## src/rtl/mux_serial_sequencer.sv

```systemverilog
// rtl/mux_serial_sequencer.sv - word loader and select sequencer driving a 16:1 mux as a parallel-to-serial converter
//
// Purpose: accepts a 16-bit word over a valid/ready handshake, holds it on the
// mux data inputs (d) and walks the mux select (s) across all 16 positions,
// forwarding the mux output y as one beat per position on a serial
// valid/ready stream with a last-beat marker.
//
// Configuration macro: MSB_FIRST_EN
//   defined   - s counts 15 down to 0 (MSB-first), ser_last at s == 0
//   undefined - s counts 0 up to 15 (LSB-first), ser_last at s == 15
//
// Ports:
//   clk        in   rising-edge clock
//   rst        in   asynchronous active-high reset
//   load_valid in   upstream word available
//   load_ready out  word can be accepted this cycle
//   load_data  in   word to serialise
//   d          out  registered word, drives mux d
//   s          out  registered select, drives mux s
//   y          in   mux output d[s]
//   ser_valid  out  serial beat valid
//   ser_ready  in   downstream accepts beat
//   ser_data   out  serial bit (y, combinational pass-through)
//   ser_last   out  current beat is the last of the word
//   busy       out  high while shifting a word

module mux_serial_sequencer #(
  parameter int WIDTH = 16,
  parameter int SEL_W = 4
) (
  input  logic             clk,
  input  logic             rst,
  input  logic             load_valid,
  output logic             load_ready,
  input  logic [WIDTH-1:0] load_data,
  output logic [WIDTH-1:0] d,
  output logic [SEL_W-1:0] s,
  input  logic             y,
  output logic             ser_valid,
  input  logic             ser_ready,
  output logic             ser_data,
  output logic             ser_last,
  output logic             busy
);

`ifdef MSB_FIRST_EN
  localparam logic [SEL_W-1:0] FIRST_IDX = '1;
  localparam logic [SEL_W-1:0] LAST_IDX  = '0;
`else
  localparam logic [SEL_W-1:0] FIRST_IDX = '0;
  localparam logic [SEL_W-1:0] LAST_IDX  = '1;
`endif

  typedef enum logic {IDLE, SHIFT} state_t;

  state_t           state_q, state_d;
  logic [WIDTH-1:0] d_q, d_d;
  logic [SEL_W-1:0] s_q, s_d;

  logic shifting;
  logic at_last;
  logic beat_xfer;

  assign shifting  = (state_q == SHIFT);
  assign at_last   = (s_q == LAST_IDX);
  // ser_valid is high for the whole SHIFT state, so a transfer is just ready.
  assign beat_xfer = shifting && ser_ready;

  always_comb begin
    state_d = state_q;
    d_d     = d_q;
    s_d     = s_q;
    case (state_q)
      IDLE: begin
        if (load_valid) begin
          d_d     = load_data;
          s_d     = FIRST_IDX;
          state_d = SHIFT;
        end
      end
      SHIFT: begin
        if (beat_xfer) begin
          if (!at_last) begin
`ifdef MSB_FIRST_EN
            s_d = s_q - SEL_W'(1);
`else
            s_d = s_q + SEL_W'(1);
`endif
          end else if (load_valid) begin
            // Back-to-back word: reload on the last beat, no idle bubble.
            d_d = load_data;
            s_d = FIRST_IDX;
          end else begin
            // d keeps the finished word; only the select rewinds.
            s_d     = FIRST_IDX;
            state_d = IDLE;
          end
        end
      end
      default: state_d = IDLE;
    endcase
  end

  always_ff @(posedge clk or posedge rst) begin
    if (rst) begin
      state_q <= IDLE;
      d_q     <= '0;
      s_q     <= FIRST_IDX;
    end else begin
      state_q <= state_d;
      d_q     <= d_d;
      s_q     <= s_d;
    end
  end

  assign d          = d_q;
  assign s          = s_q;
  assign ser_valid  = shifting;
  assign busy       = shifting;
  assign ser_last   = shifting && at_last;
  assign ser_data   = y;
  // Ready on the last beat only when that beat actually leaves this cycle.
  assign load_ready = !shifting || (at_last && ser_ready);

endmodule

```

## config.mk

```make
export PLATFORM = sky130hd
export DESIGN_NAME = mux_serial_sequencer
export DESIGN_NICKNAME = d
export VERILOG_FILES = /design/src/rtl/mux_serial_sequencer.sv
export SDC_FILE = /design/constraint.sdc
export NUM_CORES = 1
export LEC_CHECK = 0
export ABC_AREA = 1
export CORE_MARGIN = 2
export CORE_UTILIZATION = 36
export DETAILED_ROUTE_END_ITERATION = 12
export GPL_ROUTABILITY_DRIVEN = 0
export PLACE_DENSITY = 0.75
export SYNTH_ARGS = -nofsm -noshare
export SYNTH_HDL_FRONTEND = slang
export SYNTH_SLANG_ARGS = --single-unit
export TNS_END_PERCENT = 20
```

## constraint.sdc

```tcl
create_clock -name clk -period 1.4 [get_ports clk]
set_clock_uncertainty 0.2 [all_clocks]
set_input_delay 0.14 -clock clk [delete_from_list [all_inputs] [get_ports clk]]
set_output_delay 0.14 -clock clk [all_outputs]
set_load 0.05 [all_outputs]
```

==> summary.txt <==
Status
  • Status: complete, but fails checks
  • Failing checks: setup timing

Timing
  • Slew Viols, Final: 0
  • Final WS setup: -0.262 ns
  • Rel. slew slack: 0.818
  • Setup_tns: -3.79 ns
  • Final setup fails: 22
  • Measured slew at the worst slew-check pin: approximately 0.27 ns
  • Fin Hold WS: about 0.08 ns
  • Count of final hold-check violations: 0
  • Fin crit share: 1.19
  • Period minus WS final: approximately 1.7 ns
  • Max Clk Rate: approximately 0.6 GHz
  • RSZ-0062 raised after global routing: yes

Setup path
  • Critical path arrival: approximately 1.3 ns
  • CP max FO: 3
  • Crit path to: ser_last
  • Crit start category: register
  • CP Launch Point: s[1]
  • Worst EP required: about 1.1 ns
  • Terminus of the critical flop-to-flop path: d[15]
  • Crit path kind: register to primary output
  • R2r startpoint: s[1]
  • Worst Setup End Kind: primary output
  • R2R Setup Slk: -0.22 ns
  • R2r worst-path depth: 8

Routing
  • DR WL/cell: around 14 microns
  • DRT Wirelength: ~2900 microns
  • DR iter-0 viols: 20
  • Vias/cell: a little over 5
  • Antenna Nets Post-Route: 0
  • First-pass DRT Iterations: 5
  • Via count: 1028
  • Residual DRC: 0

Min path
  • Hold Path Depth: 0
  • HP Class: primary input to primary output
  • Hold_sp: y

Global route
  • Largest net degree at the start of global routing: 22
  • Met2 usage in global routing: 0.341
  • Grt met1 use: 0.203
  • GRT Util Overall: 0.188
  • First-pass GRT wire length: ~4600 microns
  • Top Usage Layer GRT: met2
  • Initial antenna violation count: 0
  • Vias in the first global route: between 1000 and 1500
  • Overflow after GRT: 0
  • M3 GR Usage: 0.0419

Cells and area
  • Share of cells above drive strength 1: 0.380
  • Fin area: 1910 sq um
  • Nets: approximately 190
  • Area grow syn2layout: 95.6%
  • N_diodes: 0

Placement
  • Detailed placement HPWL: roughly 2000 microns
  • Place WS: -0.143 ns
  • Port buffer count: between 40 and 50
  • Placed cell area: ~1800 sq um

Flow run
  • Max_cap viols: 0

Yosys
  • Synthesized cell area: about 1000 sq um
  • Yosys warnings: 0
  • Post-Syn Nets: roughly 130
  • Synth Instances: 110
  • Synth cell types: 16
  • Syn Area/Cell: ~8.9 sq um
  • Sequential area share after synthesis: 0.538
  • #FFs+latches synth: 21

Clock tree
  • Sink Count: 21
  • Clk root buf: clkbuf_4
  • TritonCTS Buffers: 3
  • Clock-pin slew on the worst setup and hold paths: approximately 0.11 ns
  • Worst skew pair latency: 0.31 ns
  • Htree depth: 1
  • CTS max path bufs: 2
  • CTS tree: done

Floorplanning
  • Row cnt: 18
  • Initial Utilization: 0.387
  • IO Pins: 46
  • Die W: 56.1 microns
  • Height of the die: roughly 56 microns
  • Core Box Area: ~2500 sq um
  • Die area: approximately 3100 sq um

Power and ir drop
  • Pwr/cell area: around 1800 nW/um^2
  • Worst vdd ir: between 1.5 and 2 mV
  • Pleak: 0.925 nW
[cell families (layout without fill, tap and decap cells)]
family	after synthesis	count (layout)	share of synthesized area
buffers and inverters	15	75	0.0819
XOR/XNOR	1	1	0.00896
adder cells (fa/ha/maj)	1	1	0.0128
flip-flops	21	21	0.538
AO/OA/AOI/OAI	4	4	0.0205
AND/OR/NAND/NOR	68	69	0.338
[metrics by stage]
step	util	power, mW	std cells
after floorplan	-	1.95	110
after global placement	0.697	3.05	186
after detailed placement	0.697	3.08	186
final	0.758	3.45	201
after global routing	0.758	3.60	201
after CTS	0.727	3.41	194
[final cells by class]
cell class / count / area [sq um]
timing repair buffer: 64 / 842
fill: 151 / 611
sequential: 21 / 532
multi-input combinational: 75 / 447
tap: 30 / 37.5
inverter: 7 / 26.3
clock buffer: 3 / 22.5
clock inverter: 1 / 5.00
[flip-flops by register name, summed over array words and instances (netlist names)]
register and cells:
busy 1, d 16, s 4
[placed cells by master (no fill, tap or decap), types with 2 or more instances in the layout]
cell type	instances
dfrtp_1	16
buf_6	3
nand2_1	40
nand2_2	5
nand3_4	3
buf_12	24
nand4_1	17
nand3_1	2
o21ai_1	2
clkdlybuf4s50_1	19
dfrtp_2	5
buf_4	17
clkbuf_4	3
inv_1	7
[routing by layer]
layer | part of all wire | wire length, microns
met1 | 0.37 | 1070
met2 | 0.54 | 1570
met3 | 0.061 | 175
met4 | 0.024 | 70
met5 | 0 | 0
[power breakdown]
part           switching [mW]  total [mW]  internal, mW
Combinational            1.09        2.13          1.03
Sequential              0.218        1.02         0.805
Clock                   0.188       0.295         0.107
Total                    1.50        3.45          1.95
[Yosys cell counts]
| cell type | n | area [sq um] |
|---|---|---|
| buf_2 | 4 | 20.0 |
| buf_4 | 3 | 22.5 |
| buf_6 | 1 | 11.3 |
| dfrtp_1 | 21 | 526 |
| ha_1 | 1 | 12.5 |
| inv_1 | 7 | 26.3 |
| nand2_1 | 44 | 165 |
| nand2_2 | 1 | 6.26 |
| nand2_4 | 1 | 11.3 |
| nand3_1 | 2 | 10.0 |
| nand3_2 | 1 | 10.0 |
| nand3_4 | 1 | 17.5 |
| nand4_1 | 17 | 106 |
| nor2_1 | 1 | 3.75 |
| o21ai_0 | 4 | 20.0 |
| xor2_1 | 1 | 8.76 |
[how the worst min path moves through the flow]
stage / to / slack (ns)
after floorplan: d[0] / -0.08
after global placement: ser_data / 0.08
after detailed placement: ser_data / 0.08
after CTS: ser_data / 0.08
after global routing: ser_data / 0.08
final: ser_data / 0.08
[critical path, stage by stage (launching register included)]
cell	delay, ns
dfrtp_2	0.40
ha_4	0.15
nand3_4	0.08
buf_4	0.15
nor2_4	0.09
buf_12	0.14
[timing repair]
item	4_1_cts	5_1_grt
gates cloned	1	0
hold buffers	1	0
hold endpoints to repair	21	0
pin swaps	3	3
resized for setup	2	11
setup endpoints to repair	22	25
setup buffers	2	7
Power figures use the tool's default switching activity.
